[src/rtl/eth_rx_frame_writer_if.sv]
// eth_rx_frame_writer_if: MAC RX beat stream in, frame queue write/confirm/erase port out
interface eth_rx_frame_writer_if #(
  parameter int DATA_W = 512,
  parameter int KEEP_W = DATA_W / 8
);
  logic                     s_tvalid;
  logic [DATA_W-1:0]        s_tdata;
  logic [KEEP_W-1:0]        s_tkeep;
  logic                     s_tlast;
  logic                     s_tuser;
  logic                     q_full;
  logic                     q_write;
  logic                     q_confirm;
  logic                     q_erase;
  logic [DATA_W+KEEP_W:0]   q_din;
  modport slave (
    input  s_tvalid, s_tdata, s_tkeep, s_tlast, s_tuser, q_full,
    output q_write, q_confirm, q_erase, q_din
  );
  modport master (
    output s_tvalid, s_tdata, s_tkeep, s_tlast, s_tuser, q_full,
    input  q_write, q_confirm, q_erase, q_din
  );
endinterface

[src/rtl/eth_rx_frame_writer.sv]
// eth_rx_frame_writer: commits complete error-free MAC RX frames to the frame queue, rolls back the rest
module eth_rx_frame_writer #(
  parameter int DATA_W    = 512,
  parameter int KEEP_W    = DATA_W / 8,
  parameter int MAX_WORDS = 150,
  parameter int CNT_W     = 32
) (
  input  logic                 clk,
  input  logic                 rstn,
  input  logic                 rx_enable,
  eth_rx_frame_writer_if.slave bus,
  output logic [CNT_W-1:0]     cnt_good,
  output logic [CNT_W-1:0]     cnt_err,
  output logic [CNT_W-1:0]     cnt_ovf,
  output logic [CNT_W-1:0]     cnt_oversize,
  output logic [CNT_W-1:0]     cnt_disabled
);
  localparam int WC_W = $clog2(MAX_WORDS + 1);
  typedef enum logic [1:0] {IDLE, PASS, DROP} state_t;
  state_t            state_q, state_d;
  logic              b_valid_q, b_last_q, b_user_q, b_en_q;
  logic [KEEP_W-1:0] b_keep_q;
  logic [DATA_W-1:0] b_data_q;
  logic [WC_W-1:0]   wc_q, wc_d;
  logic              wr, conf, ers;
  logic [4:0]        inc;
  logic [CNT_W-1:0]  cnt_q [5];

  always_ff @(posedge clk) begin
    if (!rstn) begin
      state_q   <= IDLE;
      b_valid_q <= 1'b0;
      wc_q      <= '0;
      for (int i = 0; i < 5; i++) cnt_q[i] <= '0;
    end else begin
      state_q   <= state_d;
      b_valid_q <= bus.s_tvalid;
      wc_q      <= wc_d;
      for (int i = 0; i < 5; i++)
        if (inc[i] && !(&cnt_q[i])) cnt_q[i] <= cnt_q[i] + 1'b1;
    end
  end

  // rx_enable travels with the beat so the frame-start decision sees the value present with the first beat
  always_ff @(posedge clk) begin
    b_data_q <= bus.s_tdata;
    b_keep_q <= bus.s_tkeep;
    b_last_q <= bus.s_tlast;
    b_user_q <= bus.s_tuser;
    b_en_q   <= rx_enable;
  end

  // inc bits: 0 good, 1 err, 2 ovf, 3 oversize, 4 disabled
  always_comb begin
    state_d = state_q;
    wc_d    = wc_q;
    wr      = 1'b0;
    conf    = 1'b0;
    ers     = 1'b0;
    inc     = '0;
    if (b_valid_q) begin
      if (state_q == DROP) begin
        state_d = b_last_q ? IDLE : DROP;
      end else if (state_q == IDLE && !b_en_q) begin
        inc[4]  = 1'b1;
        state_d = b_last_q ? IDLE : DROP;
        wc_d    = '0;
      end else if (bus.q_full) begin
        ers     = 1'b1;
        inc[2]  = 1'b1;
        state_d = b_last_q ? IDLE : DROP;
        wc_d    = '0;
      end else if (b_last_q && b_user_q) begin
        ers     = 1'b1;
        inc[1]  = 1'b1;
        state_d = IDLE;
        wc_d    = '0;
      end else if (b_last_q) begin
        wr      = 1'b1;
        conf    = 1'b1;
        inc[0]  = 1'b1;
        state_d = IDLE;
        wc_d    = '0;
      end else if (wc_q == WC_W'(MAX_WORDS - 1)) begin
        ers     = 1'b1;
        inc[3]  = 1'b1;
        state_d = DROP;
        wc_d    = '0;
      end else begin
        wr      = 1'b1;
        state_d = PASS;
        wc_d    = wc_q + 1'b1;
      end
    end
  end

  assign bus.q_write   = rstn & wr;
  assign bus.q_confirm = rstn & conf;
  assign bus.q_erase   = rstn & ers;
  assign bus.q_din     = {b_last_q, b_keep_q, b_data_q};
  assign cnt_good      = cnt_q[0];
  assign cnt_err       = cnt_q[1];
  assign cnt_ovf       = cnt_q[2];
  assign cnt_oversize  = cnt_q[3];
  assign cnt_disabled  = cnt_q[4];
endmodule

[src/flat_wrapper.sv]
// flat-port wrapper written by rule: the top's interface ports become plain ports
module eth_rx_frame_writer_flat 
#(
  parameter int DATA_W    = 512,
  parameter int KEEP_W    = DATA_W / 8,
  parameter int MAX_WORDS = 150,
  parameter int CNT_W     = 32
)
  (clk, rstn, rx_enable, cnt_good, cnt_err, cnt_ovf, cnt_oversize, cnt_disabled, bus_s_tvalid, bus_s_tdata, bus_s_tkeep, bus_s_tlast, bus_s_tuser, bus_q_full, bus_q_write, bus_q_confirm, bus_q_erase, bus_q_din);
  eth_rx_frame_writer_if #(.DATA_W(DATA_W), .KEEP_W(KEEP_W)) bus_i ();
  input  logic clk;
  input  logic rstn;
  input  logic rx_enable;
  output logic [CNT_W-1:0] cnt_good;
  output logic [CNT_W-1:0] cnt_err;
  output logic [CNT_W-1:0] cnt_ovf;
  output logic [CNT_W-1:0] cnt_oversize;
  output logic [CNT_W-1:0] cnt_disabled;
  input wire logic [$bits(bus_i.s_tvalid)-1:0] bus_s_tvalid;
  input wire logic [$bits(bus_i.s_tdata)-1:0] bus_s_tdata;
  input wire logic [$bits(bus_i.s_tkeep)-1:0] bus_s_tkeep;
  input wire logic [$bits(bus_i.s_tlast)-1:0] bus_s_tlast;
  input wire logic [$bits(bus_i.s_tuser)-1:0] bus_s_tuser;
  input wire logic [$bits(bus_i.q_full)-1:0] bus_q_full;
  output wire logic [$bits(bus_i.q_write)-1:0] bus_q_write;
  output wire logic [$bits(bus_i.q_confirm)-1:0] bus_q_confirm;
  output wire logic [$bits(bus_i.q_erase)-1:0] bus_q_erase;
  output wire logic [$bits(bus_i.q_din)-1:0] bus_q_din;
  assign bus_i.s_tvalid = bus_s_tvalid;
  assign bus_i.s_tdata = bus_s_tdata;
  assign bus_i.s_tkeep = bus_s_tkeep;
  assign bus_i.s_tlast = bus_s_tlast;
  assign bus_i.s_tuser = bus_s_tuser;
  assign bus_i.q_full = bus_q_full;
  assign bus_q_write = bus_i.q_write;
  assign bus_q_confirm = bus_i.q_confirm;
  assign bus_q_erase = bus_i.q_erase;
  assign bus_q_din = bus_i.q_din;
  eth_rx_frame_writer #(.DATA_W(DATA_W), .KEEP_W(KEEP_W), .MAX_WORDS(MAX_WORDS), .CNT_W(CNT_W)) u_core (.clk(clk), .rstn(rstn), .rx_enable(rx_enable), .bus(bus_i), .cnt_good(cnt_good), .cnt_err(cnt_err), .cnt_ovf(cnt_ovf), .cnt_oversize(cnt_oversize), .cnt_disabled(cnt_disabled));
endmodule
[config.mk]
export PLATFORM = sky130hd
export DESIGN_NAME = eth_rx_frame_writer_flat
export DESIGN_NICKNAME = d
export VERILOG_FILES = /design/src/rtl/eth_rx_frame_writer_if.sv /design/src/rtl/eth_rx_frame_writer.sv /design/src/flat_wrapper.sv
export SDC_FILE = /design/constraint.sdc
export NUM_CORES = 1
export LEC_CHECK = 0
export CAP_MARGIN = 10
export CORE_AREA = 2 2 514 516
export CTS_CLUSTER_DIAMETER = 40
export DETAILED_ROUTE_END_ITERATION = 7
export DIE_AREA = 0 0 516 518
export SYNTH_ARGS = -nofsm -noshare
export SYNTH_HDL_FRONTEND = slang
export SYNTH_SLANG_ARGS = --single-unit
[constraint.sdc]
create_clock -name clk -period 2.64 [get_ports clk]
set_input_delay 0.528 -clock clk [delete_from_list [all_inputs] [get_ports clk]]
set_output_delay 0.528 -clock clk [all_outputs]
set_load 0.02 [all_outputs]
Word level (Yosys, flattened, before mapping)

Memories as Yosys holds them, arrays and structs flattened.
Cells that the tools add are included.

Multiply operators: 0
Bitwise operators: 9
Add/sub/neg operators: 6
Muxes and demuxes: 62
Divide/modulo/power cells: 0
Eq/ne operators: 2
Shifts and indexed selects: 0
$lt $le $gt $ge: 0
Reduce and logical (&&, ||, !) cells: 20

Operators with widths:

| cell                                           | count |
|---|---|
| adder 32 x 1 -> 32 bit (second input constant) | 5 |
| 2-to-1 mux 32 bit                              | 5 |
| AND reduction 32 bit                           | 5 |
| 2-to-1 mux 1 bit                               | 41 |
| 2-to-1 mux 8 bit                               | 5 |
| 2-to-1 mux 2 bit                               | 8 |
| 2-to-1 mux 5 bit                               | 2 |
| adder 8 x 1 -> 8 bit (second input constant)   | 1 |
| equality test 8 bit (second input constant)    | 1 |
| logical AND 1 bit                              | 7 |
| zero test 1 bit                                | 6 |
| OR 1 bit                                       | 5 |
| 2-to-1 mux 4 bit                               | 1 |
| AND 1 bit                                      | 3 |
| equality test 2 bit (second input constant)    | 1 |
| zero test 2 bit                                | 1 |
| AND reduction 2 bit                            | 1 |
| inverter 1 bit                                 | 1 |

Bits of input ports: 583
Memories: 1
ROM bits: 0
Bits in registers: 590
RAM bits: 160
Output and inout port bits: 740
Word-level logic and storage cells: 108
Latch bits: 0

Memories:

| memory       | words | bits a word | rd ports | clocked after memory_dff | wr ports | RTL line                  | source |
|---|---|---|---|---|---|---|---|
| u_core.cnt_q | 5     | 32          | 5        | 0                        | 5        | eth_rx_frame_writer.sv:27 | `logic [CNT_W-1:0] cnt_q [5];` |

Logic depth before layout (Yosys ltp)

Gate-level depths: netlist of run 1.

Word-level depth: 13
Mapped depth: 11

Worst setup path before layout of run 1

No wires, ideal clock.

Path type: flip-flop to flip-flop
From: mem u_core.cnt_q[3][0], in the netlist u_core.cnt_q[0][96]
To: mem u_core.cnt_q[3][4], in the netlist u_core.cnt_q[0][100], enable pin
Buffers on the path: 1
Setup slack: -164 ps
Stages on the path, launching flop included: 8
Data required time: 2161 ps
Setup time: 479 ps
Arrival: 2325 ps
Cells stage by stage: edfxtp_1 ha_1 and4_1 buf_2 nand4_1 or4_1 o21ai_1 nand2_1

RTL lines:

| item        | RTL line |
|---|---|
| from (decl) | eth_rx_frame_writer.sv:27 |

Worst setup path in the final report of run 1

From: reg u_core.wc_q[5]
To: out bus_q_erase

Longest elaborated chain between the ends: 9

Ends and longest elaborated chain:

| item                   | RTL line                  | source |
|---|---|---|
| from (decl)            | eth_rx_frame_writer.sv:24 | `logic [WC_W-1:0] wc_q, wc_d;` |
| from (signal assigned) | eth_rx_frame_writer.sv:38 | `wc_q <= wc_d;` |
| equality test 8 bit    | eth_rx_frame_writer.sv:84 | `end else if (wc_q == WC_W'(MAX_WORDS - 1)) begin` |
| 2-to-1 mux 1 bit       | eth_rx_frame_writer.sv:84 |  |
| 2-to-1 mux 1 bit       | eth_rx_frame_writer.sv:78 | `end else if (b_last_q) begin` |
| 2-to-1 mux 1 bit       | eth_rx_frame_writer.sv:73 | `end else if (b_last_q && b_user_q) begin` |
| 2-to-1 mux 1 bit       | eth_rx_frame_writer.sv:68 | `end else if (bus.q_full) begin` |
| 2-to-1 mux 1 bit       | eth_rx_frame_writer.sv:64 | `end else if (state_q == IDLE && !b_en_q) begin` |
| 2-to-1 mux 1 bit       | eth_rx_frame_writer.sv:62 | `if (state_q == DROP) begin` |
| 2-to-1 mux 1 bit       | eth_rx_frame_writer.sv:61 | `if (b_valid_q) begin` |
| AND 1 bit              | eth_rx_frame_writer.sv:99 | `assign bus.q_erase = rstn & ers;` |
| to (decl)              | flat_wrapper.sv:27        | `output wire logic [$bits(bus_i.q_erase)-1:0] bus_q_erase;` |

Every way passes these cells.

==> results, run 1 <==
- The run finished, with violations left.
- The final reports fail on negative setup slack.
- The estimated wirelength of the detail-placed design is 153000 microns.
- IR analysis of the VDD net gives a maximum drop of around 0.46 mV.
- The total wire length is ~180000 microns.
- Setup repair after global routing could not meet its margin everywhere.
- The clock-pin slew reported for the worst setup and hold paths after clock tree synthesis is about 0.06 ns.
- The clock arrives with 0.0472 ns of skew.
- At the end of routability-driven placement, the weighted congestion stood at 1.15.
- For this design the ratio of total power to cell area is 829 nW/um^2.
- The highest fanout seen on the critical path is 2.
- The count of TritonRoute iterations in the first routing pass is 5.
- The mapped netlist covers 20800 sq um.
- Setup violations remaining at the end of the flow were counted as 1.
- The pin count of the biggest net entering global routing is 33.
- The die outline area is approximately 270000 sq um.
- For the worst flop-to-flop path, the logic depth is 9.
- The count of nets after finishing is between 3000 and 4000.
- The worst register-to-register path ends at u_core.cnt_q[0][36].
- The internal cell power is between 20 and 30 mW.
- The CTS sink count is 750.
- The setup slack after layout is -0.0223 ns.
- The clock insertion delay at the later pin of the skew report is 0.78 ns.
- The post-synthesis cell type count is 44.
- For this configuration, the core starts out at a cell density of a little under 8%.
- The combinational group share of total power is under 10%.
- The cell count after synthesis is about 1500.
- Subtracting the final worst setup slack from the clock period gives between 2 and 3 ns.
- The number of antenna violations at the first check in global routing was around 230.
- The number of hold violations in the final report is 0.
- The clock tree from TritonCTS is built.
- The count of port buffers added during placement is about 1300.
- The average via count per standard cell is between 2 and 3.
- The terminating pin of the worst hold path is u_core.b_data_q[315].
- The reg-to-reg setup timing slack is about 0.14 ns.
- The final clock period utilization by the worst path is 101%.
- The floorplan step set the die height to approximately 520 microns.
- STA classifies the critical path endpoint as an output pin.
- Derived from the worst setup path, the maximum achievable clock frequency is between 0.3 and 0.4 GHz.
- Dividing the detail-routed wire length by the instance count gives between 20 and 30 microns.
- The total nets after synthesis is 2043.
- The startpoint identified for the worst hold timing path is bus_s_tdata[315].
- The number of clock buffers added by TritonCTS is between 150 and 200.
- The most used flip-flop cell after synthesis is sky130_fd_sc_hd__dfxtp_1.
- The worst setup path is of the flop to output pin kind.
- Data on the critical path arrives at its endpoint at around 2.1 ns.
- The class of the most critical hold timing path is input port to flop.
- The number of primary I/O pins is 1323.
- The layout-stage area growth over the synthesis result is 115%.
- In this run the horizontal extent of the chip is 516 microns.
- The beginning of the worst register-to-register path is u_core.cnt_q[0][96].
- The detailed router finished its first iteration with 1362 violations.
- Hold timing on the final database bottoms out at a slack of 0.115 ns.
- The number of global-route vias before repair is between 15000 and 20000.
- The max-slew violation count is 0.
- The root buffer cell chosen for the clock tree is sky130_fd_sc_hd__clkbuf_16.
- The total power draw is between 30 and 40 mW.
- The per-instance average area after synthesis is approximately 14 sq um.
- The count of antenna-violating nets left after detailed routing is 0.
- Of all flip-flops after synthesis, the portion carrying an async set or reset was 0%.
- Summed over all nets, the switching power comes to between 9 and 10 mW.
- The number of standard-cell rows in the floorplan is between 150 and 200.
- In this run switching power makes up 25.4% of total power.
- The flop and latch count out of synthesis is between 700 and 800.
- STA classifies the critical path startpoint as a flop.
- The power share of the clock group is a little under three fifths.
- The number of enable flip-flop cells after synthesis is 160.
- The proportion of power drawn by flip-flops and latches is between 30% and 40%.
- The max-slew headroom at the worst pin is a little under three fifths.
- The post-place setup slack is -0.0663 ns.
- The detailed router placed between 15000 and 20000 vias in this run.
- The number of buffers between clock root and the deepest sink is 4.
- The number of warnings reported in the yosys synthesis log is 0.
- For this run, the total global-route usage over all layers was measured as 12.7%.
- The instance count along the most critical hold path is 1.
- Max-cap violations in this run came to 0.
- The required time of the worst setup path is 2.11 ns.
- The total core area is between 200000 and 300000 sq um.
- Hold repair after CTS inserted 0 buffers.
- The total overflow left after global routing is 0.
- The leakage power of the design is roughly 16 nW.
- The slew of the pin with the lowest slew margin is about 0.67 ns.
- Of the synthesized area, sequential elements account for between 70% and 80%.
- The layout cell share with drive strength beyond 1 is around an eighth.
- In this run the number of H-tree levels came out at 4.
- The first global-routing pass estimated approximately 220000 microns of wire.
- The post-route DRC violation count is 0.
==> Yosys cell counts (all sizes together) (3+ instances only) <==
master    n  area share [%]
dfxtp   590              57
nor2    188             3.4
edfxtp  160              23
xor2     95             4.0
nand2    68             1.2
nand3    59             1.4
nand4    53             1.6
xnor2    51             2.1
and3     24            0.72
buf      20            0.82
and4     18            0.76
o21ai    15            0.36
inv      14            0.25
and2     12            0.36
nor2b    12            0.36
nor3     11            0.29
clkbuf    9            0.16
a21oi     8            0.19
ha        7            0.42
nor4      7            0.30
nor3b     5            0.18
or3       4            0.12
nor4b     3            0.20
o211ai    3            0.11
==> flip-flops by register name (all words and copies together) (netlist names) <==
signal            cells
u_core.state_q        2
u_core.cnt_q        160
u_core.b_en_q         1
u_core.b_user_q       1
u_core.b_keep_q      64
u_core.b_data_q     512
u_core.wc_q           8
u_core.b_last_q       1
u_core.b_valid_q      1
==> layout make-up <==
class / instances / area, sq um
clock inverters: 85 / 973
repair buffers: 1404 / 14000
flip-flops and latches: 750 / 16600
multi-input cells: 660 / 3990
well taps: 3515 / 4400
diodes: 40 / 100
clock buffers: 211 / 4600
fillers: 28800 / 217000
inverters: 14 / 52.6
==> layout by cell type, fill, tap and decap left out, drive strengths merged, types with 2 or more instances in the layout <==
cell type	synthesis	routed
clkdlybuf4s50	0	1290
dfxtp	590	590
clkbuf	9	211
nor2	188	188
edfxtp	160	160
buf	20	96
xor2	95	95
nand2	68	68
nand3	59	59
nand4	53	53
xnor2	51	51
diode	0	40
inv	14	39
clkinv	0	37
and3	24	24
dlygate4sd2	0	18
and4	18	18
o21ai	15	15
clkinvlp	0	12
nor2b	12	12
and2	12	12
bufinv	0	11
nor3	11	11
a21oi	8	8
ha	7	7
nor4	7	7
nor3b	5	5
or3	4	4
o211ai	3	3
nor4b	3	3
nand2b	2	2
o21a	2	2
a21boi	2	2
o221a	2	2
or4b	2	2
==> power groups by stage <==
stage | clock [mW] | combinational (mW) | sequential [mW]
finish | 20.8 | 3.64 | 12.7
global route | 21.8 | 3.82 | 12.7
CTS | 21.4 | 3.72 | 12.7
detailed placement | 0 | 3.69 | 12.9
global placement | 0 | 3.70 | 12.9
floorplan | 0 | 0.240 | 13.6
==> routing by layer <==
layer  vias up  share of wire (%)  routed length [microns]  track usage [%]
met5         -               0.30                      532                0
met3       555                 17                    30700             10.5
met2      1516                 46                    81600             20.9
met1      8871                 33                    58200             12.0
met4        86                2.8                     5010             3.22
li1       8138                  -                        -                -
==> logic make-up after synthesis <==
family	synth area share [%]
xor+xnor	6.15
fa+ha+maj	0.421
buf+inv	1.24
flops	79.9
simple gates	11.2
compound gates	1.07
==> through the flow <==
stage	util [%]	area (sq um)	TNS, ns	cells
global placement	14.9	39000	-1.96	6334
CTS	17.1	44600	-0.296	6638
floorplan	-	20800	0	1453
detailed placement	14.9	39000	-2.17	6334
global route	17.1	44600	-0.311	6644
finish	17.1	44700	-0.0223	6679
==> worst max-delay path by stage <==
stage / startpoint / end / cells after the start / slack (ns)
floorplan: u_core.cnt_q[0][128] / u_core.cnt_q[0][0] / 10 / 0.007
global placement: rstn / u_core.cnt_q[0][19] / 8 / -0.05
detailed placement: rstn / u_core.cnt_q[0][103] / 9 / -0.07
CTS: u_core.wc_q[5] / bus_q_erase / 5 / -0.19
global route: u_core.wc_q[6] / bus_q_erase / 5 / -0.19
finish: u_core.wc_q[5] / bus_q_erase / 5 / -0.02
==> what timing repair did <==
action,in CTS,in global routing
pin swaps,5,4
setup endpoints to repair,21,5
buffers inserted,8,1
resized for setup,36,2
hold endpoints to repair,0,0
gates cloned,0,0
==> worst max-delay path, stage by stage (launching register included) <==
cell and delay [ns]:
sky130_fd_sc_hd__dfxtp_4 0.35, sky130_fd_sc_hd__nor4b_4 0.23, sky130_fd_sc_hd__nand4_1 0.17, sky130_fd_sc_hd__o21ai_2 0.20, sky130_fd_sc_hd__o221a_4 0.26, sky130_fd_sc_hd__buf_12 0.14
Note: power is estimated with default switching activity, not from simulation.
==> run 2, diff against run 1 <==
- clock period: 2.64 -> 2.2 ns (I/O delays scaled with it)
==> results, run 2 (same netlist as run 1, synthesis figures left out) <==
- The final count of negative-setup-slack endpoints is between 150 and 200.
- The number of global-route vias before repair was around 23000.
- The max-slew headroom at the worst pin is around three fifths.
- The leakage power of the design is approximately 20 nW.
- Across the whole layout, storage elements account for about 17000 sq um.
- After layout, the minimum clock period comes to roughly 2.6 ns.
- The min-delay analysis places its worst path in the category input port to flop.
- The max-slew violation count was 0.
- STA classifies the critical path startpoint as a flop.
- The beginning of the worst register-to-register path is u_core.cnt_q[0][129].
- The count of nets after finishing is 4202.
- The CTS buffer count is ~180.
- The number of standard cells in the final layout excluding fillers is 7314.
- The clock passes through at most 4 buffers.
- Summed over all failing endpoints, the final setup total negative slack is -48.47 ns.
- TritonCTS built the clock tree.
- Cell internal power was estimated by the tool at ~35 mW.
- The first global-routing pass estimated approximately 230000 microns of wire.
- The count of buffers added on input and output ports is 1322.
- On the final layout, the worst hold slack is between 0.08 and 0.09 ns.
- The estimated wirelength of the detail-placed design is roughly 160000 microns.
- The global-route total usage across every layer is around an eighth.
- The total wire length is between 150000 and 200000 microns.
- The placement-stage cell area is about 40000 sq um.
- The total power draw is ~48 mW.
- The combinational group share of total power is between 10% and 20%.
- The number of antenna violations at the first check in global routing was 223.
- The library cells used most frequently in the layout, excluding fill and tap cells, are sky130_fd_sc_hd__clkdlybuf4s50_1, sky130_fd_sc_hd__dfxtp_1, sky130_fd_sc_hd__dlygate4sd2_1.
- Net switching is 25.9% of the power.
- The number of maximum-capacitance constraint violations is 0.
- In this run, flip-flops and latches consume 31.8% of the power.
- In this run the clock root is driven by a sky130_fd_sc_hd__clkbuf_16.
- The power share of the clock group is a little under three fifths.
- The library cell used most frequently in the layout, excluding fill and tap cells, is sky130_fd_sc_hd__clkdlybuf4s50_1.
- The setup path with the least slack is of type flop to output pin.
- In this run, the number of DRC markers left after iteration 0 of detailed routing was between 1000 and 1500.
- The number of primary I/O pins is 1323.
- The congestion estimate from routability-driven global placement came to between 1 and 1.5.
- In this run the power density over the cells is between 900 and 1000 nW/um^2.
- The number of hold violations in the final report was 0.
- The die is slightly above 500 microns wide.
- Summed over all nets, the switching power comes to ~12 mW.
- The floorplan has 188 rows.
- Setup repair after global routing could not meet its margin everywhere.
- Static timing analysis puts the maximum clock frequency at between 0.3 and 0.4 GHz.
- With fillers left out, the area of the finished cells amounts to approximately 51000 sq um.
- After floorplanning, the core was sized to cover between 200000 and 300000 sq um.
- The largest voltage drop on the vdd net is just under 0.7 mV.
- The startpoint of the most critical setup path is u_core.wc_q[6].
- The highest fanout seen on the critical path is 2.
- The average detailed-routed wire length per instance is between 20 and 30 microns.
- The worst setup path is captured at an output pin.
- The data arrival time of the critical path is about 2.2 ns.
- The register with the most flip-flops in the layout has just over 500 of them.
- The number of levels in the clock H-tree is 4.
- The die is around 520 microns tall.
- Once placement completed, the tool counted placed cells totaling 6493.
- The required time of the worst setup path is 1.76 ns.
- The final clock period utilization by the worst path is 119%.
- The die covers between 200000 and 300000 sq um.
- The clock insertion delay at the later pin of the skew report is ~0.8 ns.
- The starting density of the core is roughly 8%.
- The area used by multi-input combinational logic is around 4700 sq um.
- For this design, the sink count on the clock tree is 750.
- Entering global routing, the biggest net connects 33 pins.
- The flow ran to the end, but the final reports show violations.
- Ranked by flip-flop count, first place goes to u_core.b_data_q.
- In the final layout, the registers with the most flip-flops are u_core.b_data_q (512), u_core.cnt_q (160), u_core.b_keep_q (64).
- The count of TritonRoute iterations in the first routing pass is 7.
- The post-route DRC violation count is 0.
- The residual overflow from global routing is 0.
- The checks that failed: negative setup slack.
- The clock-pin slew reported for the worst setup and hold paths after clock tree synthesis is around 0.05 ns.
- The maximum clock skew at final layout is around 0.040 ns.
- For this block, the via count after detailed routing is 22000.
- The average via count per standard cell is around 3.0.
- The layout cell share with drive strength beyond 1 is 22.7%.
- For the pin with the worst max-slew slack, the measured transition is 0.610 ns.
- In the post-route analysis, the smallest setup slack over all paths is -0.407 ns.
- The count of antenna-violating nets left after detailed routing is 0.
- The beginning of the worst hold path is bus_s_tdata[222].
- The area growth from synthesis to layout is 147%.
- The number of fillers in the final layout is between 20000 and 30000.
run 2: cell types whose count changed in the layout (fill, tap and decap cells not counted), moves of 9 or more:
cell / change
sky130_fd_sc_hd__clkdlybuf4s50_1: -703
sky130_fd_sc_hd__buf_4: +194
sky130_fd_sc_hd__clkinv_2: +10
sky130_fd_sc_hd__clkbuf_16: +9
sky130_fd_sc_hd__dlygate4sd2_1: +560
sky130_fd_sc_hd__buf_12: +22
sky130_fd_sc_hd__nor2_1: -118
sky130_fd_sc_hd__nor2_4: +68
sky130_fd_sc_hd__clkdlybuf4s15_1: +50
sky130_fd_sc_hd__nor2_2: +50
sky130_fd_sc_hd__bufinv_16: +11
sky130_fd_sc_hd__dlygate4sd3_1: +403
sky130_fd_sc_hd__buf_6: +12
sky130_fd_sc_hd__clkdlybuf4s15_2: +46
run 2: area by class of cell:
| cell class | count | share of cell area [%] |
|---|---|---|
| multi-input cells | 660 | 9.23 |
| repair buffers | 2011 | 37.6 |
| inverters | 14 | 0.102 |
| clock inverters | 119 | 2.84 |
| diodes | 43 | 0.210 |
| well taps | 3515 | 8.58 |
| flip-flops and latches | 750 | 32.4 |
| clock buffers | 202 | 9.04 |
run 2: critical path, stage by stage (launching register included):
cell                      delay [ns]
sky130_fd_sc_hd__dfxtp_2        0.33
sky130_fd_sc_hd__nor4b_4        0.25
sky130_fd_sc_hd__nand4_1        0.19
sky130_fd_sc_hd__o21ai_2        0.19
sky130_fd_sc_hd__o221a_4        0.25
sky130_fd_sc_hd__buf_12         0.14
run 2: worst paths after layout:
kind,endpoint,slack (ns),cells past startpoint
hold / removal,u_core.b_data_q[222],0.09,1
hold reg to reg,u_core.wc_q[2],0.54,2
setup reg to reg,u_core.cnt_q[0][66],-0.40,12
setup / recovery,bus_q_erase,-0.41,5
run 2: per-stage QoR:
stage	util, %	setup slack (ns)
3_5_place_dp	15.3	-0.460
6_report	19.6	-0.407
5_1_grt	19.6	-0.538
3_3_place_gp	15.3	-0.470
2_1_floorplan	-	-0.410
4_1_cts	19.5	-0.532
run 2: per-layer routing:
layer / part of all wire [%] / track usage [%]
met1: 34 / 12.9
met5: 0.19 / 0
met2: 48 / 22.5
met3: 15 / 8.89
met4: 3.9 / 4.79
run 2: power by group through the flow:
| stage | registers (mW) | clock network (mW) | logic, mW |
|---|---|---|---|
| floorplan | 16.3 | 0 | 0.288 |
| global placement | 15.3 | 0 | 4.73 |
| detailed placement | 15.4 | 0 | 4.73 |
| CTS | 15.1 | 27.8 | 5.43 |
| global route | 15.1 | 28.4 | 5.61 |
| finish | 15.1 | 27.1 | 5.34 |
run 2: timing repair:
item | in CTS | in global routing
hold buffers | 403 | 0
cloned | 21 | 3
resized for setup | 980 | 188
endpoints found under the setup margin | 883 | 250
setup buffers | 41 | 18
hold endpoints to repair | 403 | 0
pin swaps | 42 | 36
==> run 3, diff against run 2 <==
- SLEW_MARGIN: not set -> 20
==> results of run 3 <==
Final layout, timing and power as in run 2 (identical DEF).
